File: config.mk
export PLATFORM = sky130hd
export DESIGN_NAME = fpga_rst_supervisor
export DESIGN_NICKNAME = d
export VERILOG_FILES = /design/src/rtl/fpga_rst_supervisor.sv
export SDC_FILE = /design/constraint.sdc
export NUM_CORES = 1
export LEC_CHECK = 0
export CAP_MARGIN = 10
export CORE_ASPECT_RATIO = 1.1
export CORE_MARGIN = 3
export CORE_UTILIZATION = 54
export DETAILED_ROUTE_END_ITERATION = 12
export MAX_ROUTING_LAYER = met4
export PLACE_DENSITY = 0.76
export SLEW_MARGIN = 20
export SYNTH_ARGS = -nofsm -noshare
export SYNTH_HDL_FRONTEND = slang
export SYNTH_SLANG_ARGS = --single-unit
File: constraint.sdc
create_clock -name clk_ext -period 1.67 [get_ports clk_ext]
set_input_delay 0.4175 -clock clk_ext [delete_from_list [all_inputs] [get_ports clk_ext]]
set_output_delay 0.4175 -clock clk_ext [all_outputs]
set_load 0.01 [all_outputs]
File: src/rtl/fpga_rst_supervisor.sv
// Reset supervisor: pulses the MMCM reset, qualifies LOCKED, then releases
// the per-domain resets in order with retry and a sticky failure state.
`timescale 1ns/1ps

module fpga_rst_supervisor #(
    parameter int NUM_RST      = 3,
    parameter int PLL_RST_CYC  = 16,
    parameter int LOCK_FILT    = 64,
    parameter int LOCK_TIMEOUT = 4096,
    parameter int SEQ_GAP      = 8,
    parameter int MAX_RETRY    = 3
) (
    input  logic               clk_ext,
    input  logic               srst_n,
    input  logic               pll_lock,
    input  logic               force_rst,
    output logic               pll_rst,
    output logic [NUM_RST-1:0] rst_n_o,
    output logic               ready,
    output logic               fail,
    output logic [3:0]         retry_cnt
);

    localparam int PW = (PLL_RST_CYC > 1) ? $clog2(PLL_RST_CYC) : 1;
    localparam int FW = (LOCK_FILT > 1) ? $clog2(LOCK_FILT) : 1;
    localparam int TW = (LOCK_TIMEOUT > 1) ? $clog2(LOCK_TIMEOUT) : 1;
    localparam int RW = $clog2(NUM_RST * SEQ_GAP + 1);

    localparam logic [PW-1:0] PLL_LAST  = PW'(PLL_RST_CYC - 1);
    localparam logic [FW-1:0] FILT_LAST = FW'(LOCK_FILT - 1);
    localparam logic [TW-1:0] TMO_LAST  = TW'(LOCK_TIMEOUT - 1);
    localparam logic [RW-1:0] REL_SAT   = RW'(NUM_RST * SEQ_GAP);
    localparam logic [3:0]    RETRY_MAX = 4'(MAX_RETRY);

    typedef enum logic [2:0] {
        S_PLLRST,
        S_WAITLOCK,
        S_FILTER,
        S_RELEASE,
        S_RUN,
        S_FAIL
    } state_t;

    state_t              r_state;
    logic [1:0]          r_sync;
    logic [PW-1:0]       r_pcnt;
    logic [FW-1:0]       r_filt;
    logic [TW-1:0]       r_tmo;
    logic [RW-1:0]       r_rel;
    logic [3:0]          r_retry;
    logic                r_pll_rst;
    logic [NUM_RST-1:0]  r_rst_n;
    logic                r_ready;
    logic                r_fail;

    logic                w_lock_s;
    logic                w_tmo_hit;
    logic                w_timeout;
    logic                w_lock_loss;
    logic                w_retry_ok;
    logic                w_restart;
    logic [RW-1:0]       w_rel_nxt;
    logic [NUM_RST-1:0]  w_rel_mask;

    assign w_lock_s    = r_sync[1];
    assign w_tmo_hit   = (r_tmo == TMO_LAST);
    assign w_timeout   = ((r_state == S_WAITLOCK) || (r_state == S_FILTER))
                         && w_tmo_hit;
    assign w_lock_loss = ((r_state == S_RELEASE) || (r_state == S_RUN))
                         && !w_lock_s;
    assign w_retry_ok  = (r_retry < RETRY_MAX);
    assign w_restart   = force_rst || w_lock_loss || (w_timeout && w_retry_ok);

    // Release timeline: saturating cycle count and which outputs it has passed
    always_comb begin
        w_rel_mask = '0;
        w_rel_nxt  = (r_rel == REL_SAT) ? r_rel : r_rel + RW'(1);
        for (int k = 0; k < NUM_RST; k++) begin
            w_rel_mask[k] = (w_rel_nxt >= RW'((k + 1) * SEQ_GAP));
        end
    end

    // Sequencer FSM with lock synchronizer and registered outputs
    always_ff @(posedge clk_ext) begin
        if (!srst_n) begin
            r_state   <= S_PLLRST;
            r_sync    <= '0;
            r_pcnt    <= '0;
            r_filt    <= '0;
            r_tmo     <= '0;
            r_rel     <= '0;
            r_retry   <= '0;
            r_pll_rst <= 1'b1;
            r_rst_n   <= '0;
            r_ready   <= 1'b0;
            r_fail    <= 1'b0;
        end else begin
            r_sync <= {r_sync[0], pll_lock};
            if (w_restart) begin
                r_state   <= S_PLLRST;
                r_pcnt    <= '0;
                r_filt    <= '0;
                r_tmo     <= '0;
                r_rel     <= '0;
                r_pll_rst <= 1'b1;
                r_rst_n   <= '0;
                r_ready   <= 1'b0;
                r_fail    <= 1'b0;
                if (force_rst) begin
                    r_retry <= '0;
                end else if (w_timeout) begin
                    r_retry <= r_retry + 4'd1;
                end
            end else if (w_timeout) begin
                r_state   <= S_FAIL;
                r_pll_rst <= 1'b0;
                r_rst_n   <= '0;
                r_ready   <= 1'b0;
                r_fail    <= 1'b1;
            end else begin
                unique case (r_state)
                    S_PLLRST: begin
                        if (r_pcnt == PLL_LAST) begin
                            r_state   <= S_WAITLOCK;
                            r_pll_rst <= 1'b0;
                            r_tmo     <= '0;
                            r_filt    <= '0;
                        end else begin
                            r_pcnt <= r_pcnt + PW'(1);
                        end
                    end
                    S_WAITLOCK: begin
                        r_tmo <= r_tmo + TW'(1);
                        if (w_lock_s) begin
                            r_state <= S_FILTER;
                            r_filt  <= '0;
                        end
                    end
                    S_FILTER: begin
                        r_tmo <= r_tmo + TW'(1);
                        if (!w_lock_s) begin
                            r_state <= S_WAITLOCK;
                            r_filt  <= '0;
                        end else if (r_filt == FILT_LAST) begin
                            r_state <= S_RELEASE;
                            r_rel   <= '0;
                        end else begin
                            r_filt <= r_filt + FW'(1);
                        end
                    end
                    S_RELEASE: begin
                        if (r_rst_n[NUM_RST-1]) begin
                            r_state <= S_RUN;
                            r_ready <= 1'b1;
                            r_retry <= '0;
                        end else begin
                            r_rel   <= w_rel_nxt;
                            r_rst_n <= w_rel_mask;
                        end
                    end
                    S_RUN: begin
                        r_rst_n <= '1;
                        r_ready <= 1'b1;
                    end
                    S_FAIL: begin
                        r_fail <= 1'b1;
                    end
                    default: begin
                        r_state   <= S_PLLRST;
                        r_pll_rst <= 1'b1;
                        r_pcnt    <= '0;
                    end
                endcase
            end
        end
    end

    assign pll_rst   = r_pll_rst;
    assign rst_n_o   = r_rst_n;
    assign ready     = r_ready;
    assign fail      = r_fail;
    assign retry_cnt = r_retry;

endmodule

==> impl_summary.txt, run 1 <==
----------------------------------------------------
[Outcome]
  Outcome ... complete, but fails checks
  Violations in the final reports ... negative setup slack

[Finish]
  Synth-to-Final Area Change ... 39.09%
  Fraction of final layout cells sized beyond drive strength 1 ... 0.3810
  Layout net count ... 366
  End-of-flow core utilization ... 0.7960
  Final antenna diode count ... 0

[Synth]
  Count of flip-flops with a built-in enable after synthesis ... 0
  Multiplexer share of the synthesized area ... 0
  Synth Cell Area ... 0.002506 mm^2
  FF+latch count, synth ... 42
  Synth Area in Simple Gates ... 0.2951
  Share of synthesized area occupied by flip-flops and latches ... 0.3355
  Most used flip-flop cell after synthesis ... sky130_fd_sc_hd__dfxtp_1
  Mapped Cells ... 286
  Most area-hungry cell type in the Yosys netlist ... sky130_fd_sc_hd__dfxtp_1
  Main combinational cell family by area after synthesis ... simple AND/OR/NAND/NOR gates
  Net Count, Synth ... 296
  Post-synthesis area per instance ... 8.763 um^2
  Async set-or-reset flop fraction in the synthesized netlist ... 0
  Number of warnings issued by yosys ... 0
  Unique masters post-synth ... 63
  Xor/xnor share of the synthesized area ... 0.02047
  Area share of the largest cell type after synthesis ... 0.3355
  Compound-Gate Fraction of Synth Area ... 0.2586
  Area share of fa/ha/maj cells after synthesis ... 0.02996
  Top cells by area in the synthesized netlist ... sky130_fd_sc_hd__dfxtp_1, sky130_fd_sc_hd__a21oi_1, sky130_fd_sc_hd__nand3_1

[CTS]
  Number of buffers created by CTS ... 5
  Clock Tree Buf Depth ... 2
  Clock-pin slew on the worst setup and hold paths ... 90 ps
  Hold buffers post-CTS ... 0
  Root Buffer ... sky130_fd_sc_hd__clkbuf_8
  Skew-Pair Late Insertion Delay ... 300 ps
  Total number of H-tree levels ... 2
  Sinks on Clock Net ... 42
  Clock tree from TritonCTS ... done

[Place]
  I/O Buffers ... 13
  Routability Congestion ... 0.8516
  DP HPWL ... 4.536 mm
  Setup slack after placement ... -271.3 ps

[Detailed routing]
  Number of remaining DRC errors ... 0
  Total wire length ... 7.176 mm
  First-iteration detailed-routing DRC count ... 150
  Antenna Nets Post-Route ... 0
  Number of optimization iterations in the first detailed-route pass ... 4
  Post-DR vias/cell ... 6.345
  Wire per inst ... 17.46 um
  Vias post-DR ... 2,608

[GRT]
  Global Route Usage Sum ... 0.2576
  Via count of the first global-routing pass ... 2,497
  Antenna violations before repair ... 0
  Global-route wire length before repair ... 11.34 mm
  Largest net degree at the start of global routing ... 20
  Total congestion overflow after global routing ... 0

[Worst setup path]
  CP startpoint kind ... flip-flop
  Type of element capturing the critical path ... flip-flop
  Source of the worst register-to-register timing path ... r_state[1]
  Crit path required time ... 1900 ps
  Setup Crit Path Kind ... reg2reg
  Critical Path Start ... r_state[1]
  Worst-path fanout max ... 7
  Critical path arrival ... 1960 ps

[Pwr]
  Leakage ... 0.001302 uW
  Worst vdd rail ir drop ... 328.0 uV
  Pwr per Cell Area ... 499.7 mW/mm^2

[STA]
  RSZ-0062 raised after global routing ... true
  Slew at the pin closest to its max-slew limit ... 404.0 ps
  Post-route setup slack ... -60.20 ps
  Layout Skew ... 9.270 ps
  Number of failing setup endpoints in the final timing report ... 9
  Number of pins with negative max-slew slack in the final report ... 0
  Shortest clock period the worst path allows after layout ... 1730 ps
  Hold violation total from the final report ... 0
  Max-slew headroom ... 0.7268
  Period Utilization, post-route ... 1.036
  Worst hold slack ... 457.2 ps
  F_max ... 578.0 MHz

[Hold path]
  Hold path start ... r_sync[0]
  Path category of the worst min-delay check ... reg2reg

[Floorplanning]
  Core Area ... 0.004379 mm^2
  Height of the chip ... 77.45 um
  Initial Utilization ... 0.5723
  Width of the die ... 70.96 um
  Area enclosed by the die boundary ... 0.005495 mm^2
  IO Pins ... 14
  Placement Rows ... 25

[Flow run]
  Max_cap viols ... 0

----------------------------------------------------
placed cells by master (no fill, tap or decap), types with 5 or more instances in the layout:
cell type	Yosys	final
sky130_fd_sc_hd__buf_4	5	58
sky130_fd_sc_hd__dfxtp_1	42	29
sky130_fd_sc_hd__a21oi_1	28	24
sky130_fd_sc_hd__nand3_1	16	14
sky130_fd_sc_hd__nand2_1	14	14
sky130_fd_sc_hd__nor2_1	13	12
sky130_fd_sc_hd__a31oi_1	12	11
sky130_fd_sc_hd__dfxtp_2	0	11
sky130_fd_sc_hd__nor3_1	9	9
sky130_fd_sc_hd__o21ai_0	10	9
sky130_fd_sc_hd__nand4_1	8	8
sky130_fd_sc_hd__inv_1	7	7
sky130_fd_sc_hd__nand2b_1	7	7
sky130_fd_sc_hd__clkdlybuf4s50_1	0	7
sky130_fd_sc_hd__o21ai_1	5	6
sky130_fd_sc_hd__o31ai_1	9	6
sky130_fd_sc_hd__buf_6	3	6
sky130_fd_sc_hd__or3_1	7	5
sky130_fd_sc_hd__or4_4	1	5
sky130_fd_sc_hd__a21oi_2	1	5
sky130_fd_sc_hd__clkbuf_8	0	5
synthesized netlist by cell type, types with 3 or more instances:
library cell,instances
sky130_fd_sc_hd__a211oi_1,4
sky130_fd_sc_hd__a21oi_1,28
sky130_fd_sc_hd__a311oi_1,4
sky130_fd_sc_hd__a31oi_1,12
sky130_fd_sc_hd__and2_1,4
sky130_fd_sc_hd__and4_1,4
sky130_fd_sc_hd__and4b_1,3
sky130_fd_sc_hd__buf_2,7
sky130_fd_sc_hd__buf_4,5
sky130_fd_sc_hd__buf_6,3
sky130_fd_sc_hd__clkbuf_1,3
sky130_fd_sc_hd__dfxtp_1,42
sky130_fd_sc_hd__ha_1,6
sky130_fd_sc_hd__inv_1,7
sky130_fd_sc_hd__nand2_1,14
sky130_fd_sc_hd__nand2b_1,7
sky130_fd_sc_hd__nand3_1,16
sky130_fd_sc_hd__nand3b_1,3
sky130_fd_sc_hd__nand4_1,8
sky130_fd_sc_hd__nor2_1,13
sky130_fd_sc_hd__nor3_1,9
sky130_fd_sc_hd__o21ai_0,10
sky130_fd_sc_hd__o21ai_1,5
sky130_fd_sc_hd__o31ai_1,9
sky130_fd_sc_hd__or3_1,7
sky130_fd_sc_hd__or4_1,7
sky130_fd_sc_hd__xnor2_1,3
metrics by stage:
stage | setup TNS [ps] | instances | cell area [um^2] | total power [uW]
global placement | -4324 | 384 | 2992 | 1085
floorplan | 0 | 286 | 2506 | 1062
detailed placement | -6135 | 384 | 2992 | 1086
CTS | -161.7 | 405 | 3266 | 1741
finish | -231.7 | 411 | 3486 | 1742
global route | -1817 | 411 | 3486 | 1796
kinds of logic after synthesis:
family          Yosys count
compound gates           92
xor+xnor                  5
fa+ha+maj                 6
buf+inv                  27
flops                    42
simple gates            114
flip-flops by register name (all words and copies together), names as in the netlist:
register and count:
retry_cnt 4, r_filt 6, pll_rst 1, r_sync 2, rst_n_o 3, r_tmo 12
r_rel 5, r_state 3, fail 1, ready 1, r_pcnt 4
cell type report:
type,count,area [um^2]
inverters,8,30.03
clock buffers,6,72.57
fillers,289,893.4
repair buffers,82,726.9
clock inverters,2,13.76
multi-input cells,217,1713
flip-flops and latches,42,862.1
well taps,54,67.56
per-layer routing:
metal  wire length [um]  GRT usage  vias up
met5                  0          -        -
li1                   -          -     1249
met1               3039     0.2949     1269
met3                273    0.04275       11
met4                 83    0.09774        0
met2               3780     0.4471       79
repair_timing:
action,CTS,global route
gates resized for setup,27,39
gates cloned,1,1
pin swaps,22,11
endpoints found under the setup margin,42,39
setup buffers,12,5
hold endpoints to repair,0,0
report_power, final:
| group | leakage (uW) | switching, uW | internal, uW |
|---|---|---|---|
| clock network | 0.0000452 | 371 | 296 |
| logic | 0.000911 | 37.0 | 32.3 |
| registers | 0.000346 | 3.99 | 1000 |
worst paths after layout:
kind / to / slack [ps] / depth (start not counted)
max: r_tmo[6] / -60 / 6
min: r_sync[1] / 460 / 1
max reg2reg: r_tmo[6] / -60 / 6
min reg2reg: r_sync[1] / 460 / 1
worst max-delay path: stages, from the launching register on:
cell	delay [ps]
sky130_fd_sc_hd__dfxtp_4	360
sky130_fd_sc_hd__buf_12	140
sky130_fd_sc_hd__nor3_4	270
sky130_fd_sc_hd__nor4_4	100
sky130_fd_sc_hd__buf_6	140
sky130_fd_sc_hd__or4_1	510
sky130_fd_sc_hd__a21oi_1	140
(Power assumes the default switching activity.)
==> run 2: changes to the inputs <==
--- a/config.mk
+++ b/config.mk
@@ -9,6 +9,7 @@
 export CORE_ASPECT_RATIO = 1.1
 export CORE_MARGIN = 3
 export CORE_UTILIZATION = 54
+export CTS_CLUSTER_SIZE = 24
 export DETAILED_ROUTE_END_ITERATION = 12
 export MAX_ROUTING_LAYER = met4
 export PLACE_DENSITY = 0.76
==> results of run 2 <==
Final layout, timing and power as in run 1 (identical DEF).
==> run 3: changes to the inputs <==
--- a/config.mk
+++ b/config.mk
@@ -8,12 +8,14 @@
 export CAP_MARGIN = 10
 export CORE_ASPECT_RATIO = 1.1
 export CORE_MARGIN = 3
-export CORE_UTILIZATION = 54
+export CORE_UTILIZATION = 55
 export CTS_CLUSTER_SIZE = 24
 export DETAILED_ROUTE_END_ITERATION = 12
 export MAX_ROUTING_LAYER = met4
-export PLACE_DENSITY = 0.76
+export PLACE_DENSITY = 0.74
+export REMOVE_ABC_BUFFERS = 1
 export SLEW_MARGIN = 20
 export SYNTH_ARGS = -nofsm -noshare
 export SYNTH_HDL_FRONTEND = slang
 export SYNTH_SLANG_ARGS = --single-unit
+export TNS_END_PERCENT = 5
==> constraint.sdc (replaced) <==
create_clock -name clk_ext -period 2 [get_ports clk_ext]
set_input_delay 0.5 -clock clk_ext [delete_from_list [all_inputs] [get_ports clk_ext]]
set_output_delay 0.5 -clock clk_ext [all_outputs]
set_load 0.01 [all_outputs]
==> run 3 against run 2 <==
The flow now finishes without violations. Sequential share of layout area grew 4.7 points. Count of clock-buffer cells in the layout shrank 1. Design area down 18%. Cell count down 11%. Sequential power is 17% lower. Worst hold slack got worse by 6.1 ps.
==> impl_summary.txt, run 3 (same netlist as run 1, synthesis figures left out) <==
----------------------------------------------------
[Outcome]
  Outcome ... complete, no violations

[Pwr]
  Internal power component ... 1091 uW (-18%)
  Pwr per Cell Area ... 492.2 mW/mm^2 (-1.5%)
  Leakage ... 0.0009558 uW (-27%)
  Net load switching power ... 318.8 uW (-23%)
  Gate power share ... 0.031 (-0.009)
  Total design power ... 1410 uW (-19%)
  Share of total power in sequential cells ... 0.597 (+0.019)
  Worst vdd rail ir drop ... 387.1 uV (+18%)
  Switching share of total power ... 0.2261 (-0.01042)
  Share of total power in the clock network ... 0.372 (-0.011)

[Finish]
  Layout net count ... 320 (-13%)
  Storage cell area ... 843.3 um^2 (-2.2%)
  Register with the most flip-flops ... r_tmo
  Number of flip-flops in the largest register ... 12 (unchanged)
  Commonest cells after routing, fill and taps aside ... sky130_fd_sc_hd__dfxtp_1, sky130_fd_sc_hd__a21oi_1, sky130_fd_sc_hd__buf_4, sky130_fd_sc_hd__nand3_1, sky130_fd_sc_hd__nand2_1
  Commonest non-fill, non-tap cell in the layout ... sky130_fd_sc_hd__dfxtp_1
  Final std cells w/o fill ... 364 (-11%)
  Fraction of final layout cells sized beyond drive strength 1 ... 0.1677 (-0.2132)
  Area of all placed cells without fillers ... 0.002864 mm^2 (-18%)
  Fillcell total ... 409 (+42%)
  Synth-to-Final Area Change ... 14.28%
  Area occupied by multi-input gates ... 0.001529 mm^2 (-11%)
  Final antenna diode count ... 0 (unchanged)
  Biggest regs ... r_tmo: 12 flops, r_filt: 6 flops, r_rel: 5 flops

[CTS]
  Buffers inserted during post-CTS setup optimization ... 0 (-12)
  Clock tree from TritonCTS ... done
  Number of buffers created by CTS ... 5 (unchanged)
  Clock Tree Buf Depth ... 2 (unchanged)
  Root Buffer ... sky130_fd_sc_hd__clkbuf_8
  Total number of H-tree levels ... 2 (unchanged)
  Skew-Pair Late Insertion Delay ... 290 ps (about the same)
  Sinks on Clock Net ... 42 (unchanged)
  Hold buffers post-CTS ... 0 (unchanged)
  Clock-pin slew on the worst setup and hold paths ... 80 ps (about the same)

[Worst setup path]
  Cell repeated most along the worst path ... sky130_fd_sc_hd__buf_4
  Critical Path Start ... r_tmo[0]
  Source of the worst register-to-register timing path ... r_tmo[0]
  Capture instance of the worst register-to-register path ... r_tmo[10]
  Critical path's slowest cell ... sky130_fd_sc_hd__or4_1
  Setup crit end ... r_tmo[10]
  Crit path required time ... 2230 ps (+330 ps)
  Worst-case reg-to-reg path depth ... 7 (+1)
  Cell-by-cell listing of the critical path ... ha_2 > nand4_1 > nor4_4 > buf_4 > buf_4 > or4_1 > a21oi_2
  Setup Crit Path Kind ... reg2reg
  CP startpoint kind ... flip-flop
  Worst reg2reg setup slack ... 130 ps (+190 ps)
  Worst-path fanout max ... 13 (+6)
  Critical path arrival ... 2100 ps (+140 ps)
  Delay of the slowest cell on the worst path ... 530 ps (+20 ps)
  Type of element capturing the critical path ... flip-flop

[Floorplanning]
  Height of the chip ... 76.80 um (-0.85%)
  Placement Rows ... 25 (unchanged)
  IO Pins ... 14 (unchanged)
  Core Area ... 0.004348 mm^2 (-0.71%)
  Area enclosed by the die boundary ... 0.005403 mm^2 (-1.7%)
  Width of the die ... 70.36 um (-0.84%)
  Initial Utilization ... 0.5764 (+0.004117)

[GRT]
  Global-route wire length before repair ... 9.942 mm (-12%)
  Total congestion overflow after global routing ... 0 (unchanged)
  Global Route Usage Sum ... 0.2303 (-0.02730)
  Via count of the first global-routing pass ... 2,192 (-12%)
  Antenna violations before repair ... 0 (unchanged)
  Largest net degree at the start of global routing ... 20 (unchanged)

[Detailed routing]
  Antenna Nets Post-Route ... 0 (unchanged)
  Number of optimization iterations in the first detailed-route pass ... 5 (+1)
  Number of remaining DRC errors ... 0 (unchanged)
  Post-DR vias/cell ... 6.374 (+0.44%)
  Total wire length ... 5.751 mm (-20%)
  Wire per inst ... 15.80 um (-9.5%)
  First-iteration detailed-routing DRC count ... 166 (+11%)
  Vias post-DR ... 2,320 (-11%)

[STA]
  Layout Skew ... 3.887 ps (-5.383 ps)
  Number of failing setup endpoints in the final timing report ... 0 (-9)
  F_max ... 534.5 MHz (-7.5%)
  Post-route setup slack ... 129.1 ps (+189.3 ps)
  Number of pins with negative max-slew slack in the final report ... 0 (unchanged)
  Shortest clock period the worst path allows after layout ... 1871 ps (+140.7 ps)
  Max-slew headroom ... 0.6046 (-0.1221)
  Final setup TNS ... 0 ps (+231.7 ps)
  Hold violation total from the final report ... 0 (unchanged)
  Slew at the pin closest to its max-slew limit ... 590.8 ps (+186.8 ps)
  RSZ-0062 raised after global routing ... false
  Period Utilization, post-route ... 0.9354 (-0.1006)

[Flow run]
  Max_cap viols ... 0 (unchanged)

[Hold path]
  Path category of the worst min-delay check ... reg2reg
  Worst Hold Path Cells ... 1 (unchanged)

[Place]
  Routability Congestion ... 0.8553 (+0.43%)
  I/O Buffers ... 13 (unchanged)
  DP HPWL ... 4.166 mm (-8.2%)
  Setup slack after placement ... -26.65 ps (+244.7 ps)
  Instance area at placement ... 0.002776 mm^2 (-7.2%)
  Placed Cells incl. Taps ... 357 (-7.0%)

----------------------------------------------------
[run 3: power by group through the flow]
stage	Combinational, uW	Sequential [uW]	Clock, uW
finish	43.4	842	525
global route	47.3	842	574
CTS	43.2	842	539
detailed placement	42.9	861	0
global placement	42.1	861	0
floorplan	22.3	862	0
[run 3: how the worst min path moves through the flow]
stage	from	end	slack (ps)
after floorplan	r_sync[0]	r_sync[1]	410
after global placement	r_sync[0]	r_sync[1]	440
after detailed placement	r_sync[0]	r_sync[1]	430
after CTS	r_sync[0]	r_sync[1]	460
after global routing	r_sync[0]	r_sync[1]	480
final	r_sync[0]	r_sync[1]	450
[run 3: area by class of cell]
type                       instances  area share
inverter                           8     0.01048
multi-input combinational        217      0.5339
clock buffer                       5     0.02403
sequential                        42      0.2945
tap                               54     0.02359
clock inverter                     2    0.003495
timing repair buffer              36      0.1101
[run 3: what timing repair did]
| action | in CTS | in global routing |
|---|---|---|
| resized for setup | 1 | 3 |
| endpoints found under the setup margin | 3 | 31 |
| pin swaps | 0 | 1 |
| hold endpoints to repair | 0 | 0 |
[run 3: metal layers]
| metal | wire, um | vias to the layer above | global-route usage |
|---|---|---|---|
| li1 | - | 1160 | - |
| met4 | 68 | 0 | 0.07854 |
| met1 | 2628 | 1102 | 0.2861 |
| met5 | 0 | - | - |
| met3 | 223 | 7 | 0.03932 |
| met2 | 2831 | 51 | 0.3764 |
[run 3: per-stage QoR]
stage	hold slack, ps	utilization
2_1_floorplan	411.8	-
3_3_place_gp	435.1	0.6386
3_5_place_dp	434.4	0.6386
4_1_cts	459.6	0.6570
5_1_grt	479.4	0.6587
6_report	451.1	0.6587
[run 3: worst max-delay path: cells and delay by family, from the launching register on]
kind | cells | cell delay [ps]
AO/OA/AOI/OAI | 1 | 140
adder cells (fa/ha/maj) | 1 | 210
buffers and inverters | 2 | 360
flip-flops | 1 | 330
AND/OR/NAND/NOR | 3 | 790
